<file path="src/rtl/mac_sequencer.sv">
// Sequencer and multiply-accumulate datapath that computes every element of an
// N x N matrix product and hands each dot product to the result register.
module mac_sequencer #(
  parameter int N      = 4,
  parameter int DATA_W = 8,
  parameter int ACC_W  = 18,
  parameter int ADDR_W = 4
) (
  input  logic              clk,
  input  logic              rst,
  input  logic              start,
  output logic [ADDR_W-1:0] a_addr,
  output logic [ADDR_W-1:0] b_addr,
  input  logic [DATA_W-1:0] a_data,
  input  logic [DATA_W-1:0] b_data,
  output logic              res_clear,
  output logic              res_write,
  output logic [ACC_W-1:0]  res_data,
  output logic [ADDR_W-1:0] res_idx,
  output logic              busy,
  output logic              done
);

  typedef enum logic [2:0] {
    S_IDLE,
    S_CLEAR,
    S_FETCH,
    S_DRAIN,
    S_WRITE,
    S_DONE
  } state_t;

  localparam logic [ADDR_W-1:0] LAST = ADDR_W'(N - 1);

  // Unsigned product zero-extended into the accumulator; the sum wraps.
  function automatic logic [ACC_W-1:0] mac_wrap(input logic [ACC_W-1:0]  acc,
                                                input logic [DATA_W-1:0] a,
                                                input logic [DATA_W-1:0] b);
    logic [2*DATA_W-1:0] prod;
    prod = a * b;
    return acc + ACC_W'(prod);
  endfunction

  function automatic logic [ADDR_W-1:0] flat(input logic [ADDR_W-1:0] row,
                                             input logic [ADDR_W-1:0] col);
    return row * ADDR_W'(N) + col;
  endfunction

  state_t            state_q, state_d;
  logic [ADDR_W-1:0] i_q, i_d;
  logic [ADDR_W-1:0] j_q, j_d;
  logic [ADDR_W-1:0] k_q, k_d;
  logic [ACC_W-1:0]  acc_q, acc_d;
  logic              rd_v_q, rd_v_d;
  logic [ADDR_W-1:0] a_addr_q, a_addr_d;
  logic [ADDR_W-1:0] b_addr_q, b_addr_d;

  always_comb begin
    state_d   = state_q;
    i_d       = i_q;
    j_d       = j_q;
    k_d       = k_q;
    rd_v_d    = 1'b0;
    a_addr_d  = a_addr_q;
    b_addr_d  = b_addr_q;
    res_clear = 1'b0;
    res_write = 1'b0;
    busy      = 1'b1;
    done      = 1'b0;
    // Operand data returns one cycle after its address, tracked by rd_v.
    acc_d     = rd_v_q ? mac_wrap(acc_q, a_data, b_data) : acc_q;

    case (state_q)
      S_IDLE: begin
        busy = 1'b0;
        if (start) begin
          state_d = S_CLEAR;
          i_d     = '0;
          j_d     = '0;
        end
      end
      S_CLEAR: begin
        res_clear = 1'b1;
        acc_d     = '0;
        k_d       = '0;
        state_d   = S_FETCH;
      end
      S_FETCH: begin
        a_addr_d = flat(i_q, k_q);
        b_addr_d = flat(k_q, j_q);
        rd_v_d   = 1'b1;
        k_d      = k_q + 1'b1;
        if (k_q == LAST) begin
          state_d = S_DRAIN;
        end
      end
      S_DRAIN: begin
        state_d = S_WRITE;
      end
      S_WRITE: begin
        res_write = 1'b1;
        if (j_q != LAST) begin
          j_d     = j_q + 1'b1;
          state_d = S_CLEAR;
        end else if (i_q != LAST) begin
          j_d     = '0;
          i_d     = i_q + 1'b1;
          state_d = S_CLEAR;
        end else begin
          state_d = S_DONE;
        end
      end
      S_DONE: begin
        done    = 1'b1;
        state_d = S_IDLE;
      end
      default: begin
        state_d = S_IDLE;
      end
    endcase
  end

  // Addresses are live during FETCH and otherwise hold the last issued value.
  assign a_addr   = a_addr_d;
  assign b_addr   = b_addr_d;
  assign res_data = acc_q;
  assign res_idx  = flat(i_q, j_q);

  always_ff @(posedge clk) begin
    if (rst) begin
      state_q  <= S_IDLE;
      i_q      <= '0;
      j_q      <= '0;
      k_q      <= '0;
      acc_q    <= '0;
      rd_v_q   <= 1'b0;
      a_addr_q <= '0;
      b_addr_q <= '0;
    end else begin
      state_q  <= state_d;
      i_q      <= i_d;
      j_q      <= j_d;
      k_q      <= k_d;
      acc_q    <= acc_d;
      rd_v_q   <= rd_v_d;
      a_addr_q <= a_addr_d;
      b_addr_q <= b_addr_d;
    end
  end

endmodule

</file>
<file path="config.mk">
export PLATFORM = sky130hd
export DESIGN_NAME = mac_sequencer
export DESIGN_NICKNAME = d
export VERILOG_FILES = /design/src/rtl/mac_sequencer.sv
export SDC_FILE = /design/constraint.sdc
export NUM_CORES = 1
export LEC_CHECK = 0
export BUFFER_PORTS_ARGS = -buffer_cell sky130_fd_sc_hd__buf_4
export CAP_MARGIN = 25
export CELL_PAD_IN_SITES_DETAIL_PLACEMENT = 1
export CELL_PAD_IN_SITES_GLOBAL_PLACEMENT = 1
export CORE_ASPECT_RATIO = 1.5
export CORE_MARGIN = 4
export CORE_UTILIZATION = 29
export DETAILED_ROUTE_END_ITERATION = 6
export GPL_ROUTABILITY_DRIVEN = 0
export PLACE_DENSITY_LB_ADDON = 0.1
export SKIP_LAST_GASP = 1
export SLEW_MARGIN = 20
export SYNTH_ARGS = -nofsm -noshare
export SYNTH_HDL_FRONTEND = slang
export SYNTH_SLANG_ARGS = --single-unit
</file>
<file path="constraint.sdc">
create_clock -name clk -period 9.9 [get_ports clk]
set_clock_uncertainty 0.15 [all_clocks]
set_input_delay 0.495 -clock clk [delete_from_list [all_inputs] [get_ports clk]]
set_output_delay 0.495 -clock clk [all_outputs]
set_load 0.03 [all_outputs]
</file>
After elaboration in Yosys (flattened, before gate mapping) --
Index checks and enable logic that the tools add are counted.
Cells by class: $add $sub $neg 7, multipliers 1, divide/modulo/power cells 0, $lt $le $gt $ge 0, equal/unequal tests 13, shift operators 0, multiplexer cells 20, bitwise operators 0, reductions and logical operators 7
Operators with widths (number):
- $mux 4 | 7
- $pmux 4 s2 | 3
- $add 18x16->18 | 1
- $mul 8x8->16 | 1
- $pmux 3 s5 | 1
- $add 4x1->4 const B | 3
- $add 4x4->4 | 3
- $mux 3 | 4
- $ne 2x2->1 const B | 4
- $ne 4x2->1 const B | 2
- $eq 3x2->1 const B | 2
- $eq 3x3->1 const B | 2
- $mux 1 | 5
- $eq 4x2->1 const B | 1
- $reduce_and 4->1 | 1
- $reduce_bool 2->1 | 2
- $eq 3x1->1 const B | 1
- $logic_not 3->1 | 1
- $ne 3x3->1 const B | 1
- $reduce_and 3->1 | 1
- $reduce_and 2->1 | 1
- $reduce_or 2->1 | 1
Storage, ports and cells: bits in registers 42, latch bits 0, bits in writable memories 0, ROM bits 0, bits of input ports 19, output and inout bits 34, logic and storage cells 56, memories kept 0

Logic depth before layout (Yosys ltp) --
depth after elaboration 4, depth in mapped cells 16, depth with buffers taken out 16

Least setup slack after synthesis --
No wires, ideal clock.
path type register -> register, start register acc_q[6] (netlist: res_data[6]), end register acc_q[14] (netlist: res_data[14]), setup time 0.059 ns, data arrival time 4.259 ns, required time 9.691 ns, path slack 5.432 ns, cell stages (with the launch flop) 16, path buffers 0, period minus slack after synthesis 4.468 ns, cells stage by stage dfxtp_1 inv_1 fa_1 inv_1 fa_1 inv_1 fa_1 fa_1 inv_1 ha_1 a21o_1 a21oi_1 a21oi_1 o311ai_1 mux2_2 nand2_1
Between the ends: cells in the longest elaborated chain, start to end 1
RTL lines:
- start, declared | RTL line 53 | logic [ACC_W-1:0] acc_q, acc_d;
- start signal, assigned | RTL line 135 | acc_q <= '0;
- start signal, assigned | RTL line 144 | acc_q <= acc_d;
- $add 18x16->18 | RTL line 41 | return acc + ACC_W'(prod);
No other way between the ends. A chain may end at the register's enable or synchronous reset.

Final worst setup path --
start input b_data[4], end register acc_q[14] (netlist: res_data[14])
Between the ends: cells in the longest elaborated chain, start to end 2
RTL lines:
- start, declared | RTL line 15 | input logic [DATA_W-1:0] b_data,
- $mul 8x8->16 | RTL line 40 | prod = a * b;
- $add 18x16->18 | RTL line 41
No other way between the ends.

==> metrics.txt <==
Yosys warning count 0; Die Ht 160 um; vias in the first global route between 4,000 and 5,000; fillcell total between 1,500 and 2,000; antenna-violating nets left 0; Crit-path slowest cell fa_1; Clock Sinks between 40 and 50; Multi-input gate area between 3000 and 4000 um2; Max-cap violations 0; FF+latch count, synth between 40 and 50; syn avg cell area between 8 and 9 um2; TritonCTS clock tree done; Final Net Count just under 700; Post-synth ARST share 0; Cell Rows 55; largest stage delay on the critical path 0.55 ns; PD cells roughly 160 nW/um2; Worst setup EP type flip-flop; crit start category input pin; kind of cell adding the most delay to the critical path adder cells; final core utilization 0.344; worst-case clock buffer depth 2; pins over their slew limit 0; die span in x approximately 110 um; min cycle time layout roughly 4.7 ns; drt wl/cell approximately 15 um; final routed DRC violation total 0; mapped cell area 4470 um2; layout cells sized above 1 0.120; drt via density roughly 4.7; Ports 53; Num CTS Buffers 5; root buffer cell clkbuf_16; Seq/Total Area, Yosys 0.188; Placed Cells approximately 770; hold_ws approximately 0.32 ns; drt pass-1 iters 4; Tcrit/Tclk final 0.474; Layout area overhead 16.5%; Die ar. between 15,000 and 20,000 um2; Finished Layout Cells between 700 and 800; f_max about 210 MHz; clock transition at the registers of the reported paths about 0.07 ns; worst path cell trace buf_4 -> and2_1 -> fa_1 -> fa_1 -> inv_1 -> fa_1 -> fa_1 -> inv_1 -> ha_1 -> a21o_1 -> a21oi_1 -> a21oi_1 -> o311ai_1 -> mux2_2 -> nand2_1; GRT Residual Overflow 0; worst slew pin tran 0.715 ns; CTS resizes 0; GRT Total Usage 0.148; Peak VDD IR between 0.00009 and 0.0001 V; TNS Setup 0 ns; worst path bufs/invs 3; RSZ-0062 raised after global routing no; Seq. cell area between 800 and 900 um2; Main synth FF type dfxtp_1; number of synthesized flops with an enable pin 0; diode count 0; pin count of the biggest net entering global routing 25; Post-Synthesis Cells about 530; leakage 2.57 nW; Syn Nets approximately 650; HPWL after DPL slightly above 10 mm; most frequent CP cell fa_1; WS Path Type in -> reg; first-pass GRT wire length 20.7 mm; IO buf count 52; outcome finished clean; Hold WC Path Type reg -> reg; Finished Cell Area ~5200 um2; Detailed Route WL roughly 12 mm; Initial DRC Count 122; Hold Vio Cnt, Final 0; Worst EP required between 9 and 10 ns; core area around 15,000 um2; initial cell density of the core 0.295; post-CTS setup buffers 0; Via Count ~3,700; crit path DAT about 4.8 ns; final setup fails 0; Clock Latency Late Sink a little under 0.3 ns; Yosys cell types 54; Post-Place Cell Area roughly 5100 um2; crit path max fanout 8; CTS Hold Buffers Added 0; number of antenna violations at the first check in global routing 0; max_slew headroom 0.522; CTS H-Tree Depth 2
[stage by stage]
stage	setup slack (ns)	total power, W
5_1_grt	5.00	0.000938
4_1_cts	5.17	0.000866
6_report	5.21	0.000843
3_5_place_dp	4.88	0.000679
2_1_floorplan	5.43	0.000548
3_3_place_gp	4.87	0.000674
[Yosys cell counts (3+ instances only)]
library cell	instances	share of area
nor2b_1	4	0.0056
clkbuf_1	4	0.0034
nand3b_1	3	0.0050
fa_1	50	0.22
nand3_1	8	0.0090
and3_1	4	0.0056
ha_1	46	0.13
buf_2	3	0.0034
nand4_1	5	0.0070
or3_1	3	0.0042
o21ai_0	16	0.018
inv_1	97	0.081
nor3_1	3	0.0034
dfxtp_1	42	0.19
xnor2_1	8	0.016
a21o_1	6	0.010
and2_1	35	0.049
xor2_1	7	0.014
a211oi_1	6	0.010
nand2_1	69	0.058
a31oi_1	3	0.0042
nor2_1	36	0.030
mux2_2	3	0.0076
a21oi_1	27	0.030
mux2i_1	9	0.020
[tightest hold or removal path, stage by stage, from the launching register on]
cell and delay, ns:
dfxtp_1 0.30, nand2_1 0.06, a21oi_1 0.06
[layout make-up]
class                      count  area share
multi-input combinational    381       0.615
sequential                    42       0.161
timing repair buffer          53      0.0764
inverter                      98      0.0706
tap                          199      0.0478
clock buffer                   6      0.0267
clock inverter                 2     0.00240
[kinds of logic after synthesis]
family / share of synthesized area
AOI/OAI and AO/OA: 0.103
xor gates and xnor gates: 0.0294
adders and majority gates: 0.353
buffers and inverters: 0.0957
DFF: 0.188
muxes: 0.0277
and+or+nand+nor: 0.203
[cell usage in the layout (no fill, tap or decap), types with 6 or more instances in the layout]
cell,n
a21o_1,6
xnor2_1,8
xor2_1,7
dfxtp_1,42
inv_1,97
a211oi_1,6
nand2_1,69
o21ai_0,16
nand3_1,8
buf_4,53
ha_1,46
a21oi_1,27
nor2_1,36
fa_1,50
mux2i_1,9
and2_1,35
[sequential cells by signal (all words and copies together), names as in the netlist]
register,count
rd_v_q,1
res_data,18
b_addr_q,4
a_addr_q,4
j_q,4
state_q,3
k_q,4
i_q,4
[metal layers]
metal | wire (um) | up-vias | global-route usage | share of wire
li1 | - | 1799 | - | -
met1 | 4890 | 1798 | 0.173 | 0.41
met2 | 6490 | 51 | 0.273 | 0.54
met3 | 336 | 13 | 0.0158 | 0.028
met4 | 223 | 0 | 0.0476 | 0.019
met5 | 0 | - | 0 | 0
[final timing paths]
check              startpoint  depth (start not counted)            to  slack [ns]
setup reg to reg  res_data[6]                         15  res_data[14]        5.23
setup / recovery    b_data[4]                         15  res_data[14]        5.21
hold reg to reg   b_addr_q[2]                          2   b_addr_q[2]        0.32
hold / removal    b_addr_q[2]                          2   b_addr_q[2]        0.32
[report_power, final]
part           switching, W  internal, W
registers        0.00000799     0.000175
logic              0.000297     0.000187
clock network     0.0000758     0.000100
total              0.000381     0.000462
Power figures use the tool's default switching activity.
